$ cat src/rtl/sliding_window_buffer.sv
// sliding_window_buffer
//
// Holds a WIN x WIN window of PIXEL_W-bit pixels. The window can be loaded
// from scratch (LOAD) or moved by one pixel left, right or down. A move shifts
// the existing contents on the edge that accepts the command. The freed column
// or row is then filled from the pixel stream.
//
// Parameters
//   PIXEL_W      bits per pixel
//   WIN          window edge length; must be odd and in the range 3..7
//
// Ports
//   clk          sole clock, rising edge
//   n_rst        asynchronous active-low reset
//   cmd_valid    command offered
//   cmd_ready    command accepted when cmd_valid & cmd_ready (IDLE only)
//   cmd_op       00 LOAD, 01 SHIFT_LEFT, 10 SHIFT_RIGHT, 11 SHIFT_DOWN
//   abort        cancels an in-progress fill and clears the window
//   pix_valid    pixel offered
//   pix_ready    pixel accepted when pix_valid & pix_ready (FILL only)
//   pix_data     pixel value
//   window_out   element k = r*WIN + c at bits [k*PIXEL_W +: PIXEL_W]
//   window_valid window_out holds a completed window
//   done         one-cycle pulse when an operation completes
//   busy         high whenever the block is not idle
module sliding_window_buffer #(
  parameter int unsigned PIXEL_W = 8,
  parameter int unsigned WIN     = 3
) (
  input  logic                         clk,
  input  logic                         n_rst,
  input  logic                         cmd_valid,
  output logic                         cmd_ready,
  input  logic [1:0]                   cmd_op,
  input  logic                         abort,
  input  logic                         pix_valid,
  output logic                         pix_ready,
  input  logic [PIXEL_W-1:0]           pix_data,
  output logic [WIN*WIN*PIXEL_W-1:0]   window_out,
  output logic                         window_valid,
  output logic                         done,
  output logic                         busy
);

  // Reject unsupported window sizes at elaboration time.
  if (WIN < 3 || WIN > 7 || (WIN % 2) == 0) begin : g_bad_win
    $error("sliding_window_buffer: WIN must be odd and within 3..7");
  end

  localparam int unsigned NELEM = WIN * WIN;
  localparam int unsigned CNT_W = $clog2(NELEM + 1);

  localparam logic [1:0] OpLoad  = 2'b00;
  localparam logic [1:0] OpLeft  = 2'b01;
  localparam logic [1:0] OpRight = 2'b10;
  localparam logic [1:0] OpDown  = 2'b11;

  localparam logic [CNT_W-1:0] LastLoad = CNT_W'(NELEM - 1);
  localparam logic [CNT_W-1:0] LastLine = CNT_W'(WIN - 1);

  typedef enum logic [1:0] {
    StIdle,
    StFill,
    StDone
  } state_e;

  state_e             r_state, w_state_d;
  logic [1:0]         r_op, w_op_d;
  logic [CNT_W-1:0]   r_cnt, w_cnt_d;
  logic               r_valid, w_valid_d;
  logic [PIXEL_W-1:0] r_win   [NELEM];
  logic [PIXEL_W-1:0] w_win_d [NELEM];

  logic w_cmd_hs;
  logic w_pix_hs;
  logic w_last;
  int   w_cnt_int;
  int   w_slot;

  // cmd_ready is masked by reset so it reads 0 while n_rst is held low.
  assign cmd_ready    = n_rst & (r_state == StIdle);
  assign pix_ready    = (r_state == StFill);
  assign busy         = (r_state != StIdle);
  assign done         = (r_state == StDone);
  assign window_valid = r_valid;

  assign w_cmd_hs = cmd_valid & cmd_ready;
  assign w_pix_hs = pix_valid & pix_ready;

  // A LOAD takes a full window of pixels; every move takes one row or column.
  assign w_last    = (r_op == OpLoad) ? (r_cnt == LastLoad) : (r_cnt == LastLine);
  assign w_cnt_int = int'(r_cnt);

  // Destination slot of the next accepted pixel.
  always_comb begin
    w_slot = 0;
    unique case (r_op)
      OpLoad:  w_slot = w_cnt_int;
      OpLeft:  w_slot = w_cnt_int * int'(WIN) + int'(WIN) - 1;
      OpRight: w_slot = w_cnt_int * int'(WIN);
      OpDown:  w_slot = w_cnt_int;
      default: w_slot = 0;
    endcase
  end

  always_comb begin
    w_state_d = r_state;
    w_op_d    = r_op;
    w_cnt_d   = r_cnt;
    w_valid_d = r_valid;
    for (int k = 0; k < NELEM; k++) begin
      w_win_d[k] = r_win[k];
    end

    unique case (r_state)
      StIdle: begin
        if (w_cmd_hs) begin
          w_op_d    = cmd_op;
          w_cnt_d   = '0;
          w_valid_d = 1'b0;
          w_state_d = StFill;
          // Moves shift the old contents on the accepting edge; the vacated
          // column or row is zeroed until the new pixels arrive.
          unique case (cmd_op)
            OpLeft: begin
              for (int r = 0; r < WIN; r++) begin
                for (int c = 0; c < WIN - 1; c++) begin
                  w_win_d[r*WIN+c] = r_win[r*WIN+c+1];
                end
                w_win_d[r*WIN+WIN-1] = '0;
              end
            end
            OpRight: begin
              for (int r = 0; r < WIN; r++) begin
                for (int c = 1; c < WIN; c++) begin
                  w_win_d[r*WIN+c] = r_win[r*WIN+c-1];
                end
                w_win_d[r*WIN] = '0;
              end
            end
            OpDown: begin
              for (int r = 1; r < WIN; r++) begin
                for (int c = 0; c < WIN; c++) begin
                  w_win_d[r*WIN+c] = r_win[(r-1)*WIN+c];
                end
              end
              for (int c = 0; c < WIN; c++) begin
                w_win_d[c] = '0;
              end
            end
            default: begin
              // LOAD keeps the old contents until each slot is overwritten.
            end
          endcase
        end
      end

      StFill: begin
        if (abort) begin
          // Abort beats a simultaneous pixel handshake; that pixel is dropped.
          for (int k = 0; k < NELEM; k++) begin
            w_win_d[k] = '0;
          end
          w_valid_d = 1'b0;
          w_cnt_d   = '0;
          w_state_d = StIdle;
        end else if (w_pix_hs) begin
          for (int k = 0; k < NELEM; k++) begin
            if (k == w_slot) begin
              w_win_d[k] = pix_data;
            end
          end
          if (w_last) begin
            w_cnt_d   = '0;
            w_valid_d = 1'b1;
            w_state_d = StDone;
          end else begin
            w_cnt_d = r_cnt + 1'b1;
          end
        end
      end

      StDone: begin
        w_state_d = StIdle;
      end

      default: begin
        w_state_d = StIdle;
      end
    endcase
  end

  always_ff @(posedge clk or negedge n_rst) begin
    if (!n_rst) begin
      r_state <= StIdle;
      r_op    <= OpLoad;
      r_cnt   <= '0;
      r_valid <= 1'b0;
      for (int k = 0; k < NELEM; k++) begin
        r_win[k] <= '0;
      end
    end else begin
      r_state <= w_state_d;
      r_op    <= w_op_d;
      r_cnt   <= w_cnt_d;
      r_valid <= w_valid_d;
      for (int k = 0; k < NELEM; k++) begin
        r_win[k] <= w_win_d[k];
      end
    end
  end

  for (genvar k = 0; k < NELEM; k++) begin : g_pack
    assign window_out[k*PIXEL_W +: PIXEL_W] = r_win[k];
  end

endmodule
$ cat config.mk
export PLATFORM = sky130hd
export DESIGN_NAME = sliding_window_buffer
export DESIGN_NICKNAME = d
export VERILOG_FILES = /design/src/rtl/sliding_window_buffer.sv
export SDC_FILE = /design/constraint.sdc
export NUM_CORES = 1
export LEC_CHECK = 0
export BUFFER_PORTS_ARGS = -buffer_cell sky130_fd_sc_hd__buf_4
export CAP_MARGIN = 20
export CORE_MARGIN = 2
export CORE_UTILIZATION = 61
export DETAILED_ROUTE_END_ITERATION = 12
export PLACE_DENSITY = 0.9
export SLEW_MARGIN = 0
export SYNTH_ARGS = -nofsm -noshare
export SYNTH_HDL_FRONTEND = slang
export SYNTH_SLANG_ARGS = --single-unit
$ cat constraint.sdc
create_clock -name clk -period 9.6 [get_ports clk]
set_clock_uncertainty 0.1 [all_clocks]
set_input_delay 1.92 -clock clk [delete_from_list [all_inputs] [get_ports clk]]
set_output_delay 1.92 -clock clk [all_outputs]
set_load 0.02 [all_outputs]
; After elaboration in Yosys (flattened, before gate mapping)
; Index checks and enable logic that the tools add are counted.
[totals]
mem_bits_ro = 0
word_cells = 101
mem_bits_rw = 0
in_bits = 15
ff_bits = 81
out_inout_bits = 77
latchBits = 0
mem_count = 0
[classes]
bitwise_logic = 3
shifts = 0
order_cmp = 0
n_addsub = 3
div = 0
eq_ne = 31
muxes = 31
n_mul = 1
reduce_logical = 19
[ops]
columns = cell, n
row1 = 72-bit two-way mux, 3
row2 = 72-bit case mux with 3 select lines, 1
row3 = 72-bit case mux with 2 select lines, 1
row4 = 4-bit by 32-bit equality test with 1-bit output (first input constant), 4
row5 = 32-bit case mux with 3 select lines, 1
row6 = 8-bit two-way mux, 9
row7 = 3-bit by 32-bit equality test with 1-bit output (first input constant), 2
row8 = 5-bit AND reduction, 9
row9 = 3-bit by 2-bit != test with 1-bit output (second input constant), 11
row10 = 32-bit by 3-bit adder with 32-bit output (second input constant), 1
row11 = 2-bit by 32-bit equality test with 1-bit output (first input constant), 1
row12 = 5-bit by 32-bit equality test with 1-bit output (first input constant), 1
row13 = 32-bit logical NOT, 1
row14 = 32-bit by 2-bit subtractor with 32-bit output (second input constant), 1
row15 = 4-bit two-way mux, 4
row16 = 2-bit equality test (second input constant), 5
row17 = 2-bit two-way mux, 4
row18 = 4-bit case mux with 2 select lines, 1
row19 = 2-bit by 1-bit equality test with 1-bit output (second input constant), 3
row20 = 4-bit by 2-bit multiplier with 6-bit output (second input constant), 1
row21 = 3-bit AND reduction, 2
row22 = 1-bit two-way mux, 5
row23 = 4-bit by 1-bit adder with 4-bit output (second input constant), 1
row24 = 4-bit by 2-bit equality test with 1-bit output (second input constant), 1
row25 = other kinds (11), 15

; Depth between registers and ports, before layout
[logic_depth]
ltp_word = 9
ltp_mapped = 10
mapped_depth_nobuf = 9

; Least setup slack after synthesis
; No wires, ideal clock.
[synth_timing]
path_type = input -> output
startpoint = input n_rst
endpoint = output cmd_ready
slack_ns = 5.105
stages = 1
arrival_ns = 2.475
cell_sequence = nor3b_1
[synth_via]
elab_chain_len = 1
[synth_lines]
columns = item, line
row1 = from (decl), 31  ; input logic n_rst,
row2 = 1-bit AND, 81  ; assign cmd_ready = n_rst & (r_state == StIdle);
row3 = to (decl), 33  ; output logic cmd_ready,
; No other way between the ends.

; Final worst setup path
; Ends and elaborated chain as after synthesis.

==> impl_metrics.py <==
metrics = {
    "status": {
        "outcome": "complete, no violations",
    },
    "worst_setup_path": {
        "critical_path_required_ns": 7.58,
        "crit_path_max_fanout": 3,
        "worstPathCellList": "buf_4 > nor3b_1 > buf_4",
        "timing.critical_path.max_delay_family": "buffers and inverters",
        "critical_path.slowest_cell": "sky130_fd_sc_hd__nor3b_1",
        "timing_worst_setup_path_type": "input pin to primary output",
        "critPathArrivalTime_ns": 2.43,
        "critical-path-top-cell-by-count": "sky130_fd_sc_hd__buf_4",
        "crit_path_end_kind": "primary output",
        "critical_path.startpoint_type": "input pin",
        "critical_path.n_buffers_inverters": 2,
        "crit_path_max_incr_delay_ns": 0.22,
    },
    "power": {
        "totalPowerFinal_uw": 2010,
        "cell_pwr_density_nw_per_um2": 327,
        "power.leakage_uw": 0.00290,
        "peakVddDrop_mv": 0.194,
    },
    "logic_synthesis": {
        "synth_largest_area_cell": "sky130_fd_sc_hd__dfrtp_1",
        "syn_area_um2": 5170,
        "synthFlopType": "sky130_fd_sc_hd__dfrtp_1",
        "synth.top_cells.by_area": "sky130_fd_sc_hd__dfrtp_1 (39%), sky130_fd_sc_hd__mux2_2 (8.7%), sky130_fd_sc_hd__a221o_1 (5.8%), sky130_fd_sc_hd__mux2i_1 (5.0%), sky130_fd_sc_hd__nand2_1 (4.4%)",
        "async_reset_ff_share_pct": 100,
        "yosys.area.top_type_share_pct": 39.2,
        "edff_count_synth": 0,
        "yosys_register_bits": 81,
        "synth.most_common_cell": "sky130_fd_sc_hd__dfrtp_1",
        "synth_seq_area_share_pct": 39.2,
        "syn_nets": 543,
        "synthesis.area_per_instance_um2": 9.96,
        "post_synth_num_cell_types": 58,
        "ys_top_cells_by_count": "sky130_fd_sc_hd__dfrtp_1 (81), sky130_fd_sc_hd__nand2_1 (61), sky130_fd_sc_hd__o21ai_0 (43)",
        "yosys_warnings": 0,
        "syn_inst": 519,
    },
    "die": {
        "die_area_um2": 9230,
        "fp.dieW_um": 96.1,
        "initial_core_util_pct": 62.9,
        "placementRows": 33,
        "die_height_um": 96.1,
        "fp.coreArea_um2": 8220,
        "top_level_ports": 92,
    },
    "placed_design": {
        "dp_worst_setup_slack_ns": 5.16,
        "dp.cells": 691,
        "place_congestion": 0.954,
        "place_hpwl_mm": 10.9,
        "portBuffers": 91,
    },
    "sta": {
        "timing.fmax_mhz": 225,
        "max_slew_margin_pct": 30.4,
        "timing.final.max_slew_violations": 0,
        "timing.final.crit_period_ns": 4.45,
        "layout_setup_ws_ns": 5.15,
        "final_hold_viol_count": 0,
        "totalNegativeSetupSlack_ns": 0,
        "layout_worst_path_cycle_share_pct": 46.4,
        "rsz_0062_raised_after_global_routing": "no",
        "actual_transition_at_the_worst_max_transition_pin_ns": 1.04,
        "setup_viol_count_final": 0,
    },
    "layout": {
        "diodes": 0,
        "non_filler_instance_count_after_layout": 708,
        "final_net_count": 622,
        "area_growth_pct": 19.2,
        "filler_cell_count": 558,
        "post_route_cells_drive_above_1_share_pct": 28.9,
    },
    "clock_network": {
        "post_cts.repair.setup_buffers": 0,
        "cts.reportedPaths.clkPinSlew_ns": 0.07,
        "cts_buffer_depth": 2,
        "worstSkewPairLatency_ns": 0.37,
        "cts_hold_buffers": 0,
        "cts_buffers": 9,
        "cts.sink_count": 81,
        "cts_htree_levels": 3,
        "post_cts_resize_count": 0,
        "clk_root_buffer_cell": "sky130_fd_sc_hd__clkbuf_8",
        "cts_tree": "yes",
    },
    "drt": {
        "totalWireLength_mm": 16.6,
        "detail_route.wl_per_cell_um": 23.5,
        "drt_drc_violations_left": 0,
        "detail_route.first_pass.iterations": 6,
        "postRouteAntennaNets": 0,
        "drt_iter0_drc": 739,
        "detailroute.via_count": 5095,
        "post_drt_via_cell_ratio": 7.20,
    },
    "global_route": {
        "grt_use_total_pct": 37.1,
        "initial_antenna_violation_count": 0,
        "number_of_global_route_vias_before_repair": 4863,
        "grt_max_degree": 82,
        "grt_remaining_overflow": 0,
        "grt_first_pass_wirelength_mm": 25.7,
    },
    "min_path": {
        "worst_hold_path_type": "flop to flop",
    },
    "run": {
        "max_cap_viol_count": 0,
    },
}
## sequential cells by signal, indices dropped and copies added, names as in the netlist
| register | flops |
|---|---|
| window_out | 72 |
| r_cnt | 4 |
| r_op | 2 |
| r_state | 2 |
| window_valid | 1 |
## metal layers
metal / share of wire (%) / wire [um] / track usage (%) / vias up
met5: 0 / 0 / 0 / -
met4: 5.0 / 827 / 17.7 / 0
met3: 12 / 2020 / 8.22 / 83
met2: 47 / 7780 / 57.1 / 449
met1: 36 / 6020 / 49.7 / 2422
li1: - / - / - / 2141
## cell families (layout without fill, tap and decap cells)
logic type / Yosys count / after routing / share of synthesized area, %
and+or+nand+nor: 169 / 169 / 17.4
buffers and inverters: 39 / 123 / 3.15
adders and majority gates: 9 / 9 / 2.32
muxes: 70 / 70 / 14.8
xor gates and xnor gates: 1 / 1 / 0.169
AOI/OAI and AO/OA: 150 / 150 / 22.9
DFF: 81 / 81 / 39.2
## stage by stage
stage               area [um^2]  hold WS, ns  util (%)
detailed placement         5910        0.383      71.9
CTS                        6140        0.400      74.8
global route               6160        0.418      75.0
global placement           5900        0.367      71.8
floorplan                  5170        0.455         -
finish                     6160        0.401      75.0
## layout make-up
type                       instances  area [um^2]  area share, %
sequential                        81         2030           32.9
clock buffer                      11          131           2.13
timing repair buffer              96          737           12.0
clock inverter                     5          104           1.68
tap                              105          131           2.13
multi-input combinational        399         2990           48.5
inverter                          11         41.3          0.670
## cell usage in the layout, fill, tap and decap left out, types with 15 or more instances in the layout
master / count
sky130_fd_sc_hd__o21ai_0: 43
sky130_fd_sc_hd__nand2_1: 61
sky130_fd_sc_hd__nand3_1: 24
sky130_fd_sc_hd__a21oi_1: 15
sky130_fd_sc_hd__a221o_1: 30
sky130_fd_sc_hd__mux2_2: 40
sky130_fd_sc_hd__dfrtp_1: 81
sky130_fd_sc_hd__mux2i_1: 26
sky130_fd_sc_hd__nor2_1: 16
sky130_fd_sc_hd__buf_4: 94
sky130_fd_sc_hd__and3_1: 18
## power by group
group          internal [uW]  switching (uW)  total [uW]
registers                476             199         675
logic                    442             597        1040
clock network            173             127         300
total                   1090             923        2010
## final timing paths
check / startpoint / to / slack (ns) / cells after the start
hold / removal: window_valid$_DFFE_PN0P_ / window_valid$_DFFE_PN0P_ / 0.40 / 1
max in group asynchronous: n_rst / window_out[50]$_DFFE_PN0P_ / 7.24 / 3
setup / recovery: n_rst / cmd_ready / 5.15 / 3
hold reg to reg: window_valid$_DFFE_PN0P_ / window_valid$_DFFE_PN0P_ / 0.40 / 1
setup reg to reg: r_cnt[1]$_DFFE_PN0P_ / window_out[9]$_DFFE_PN0P_ / 5.57 / 9
min in group asynchronous: n_rst / window_out[69]$_DFFE_PN0P_ / 1.55 / 2
(Power assumes the default switching activity.)
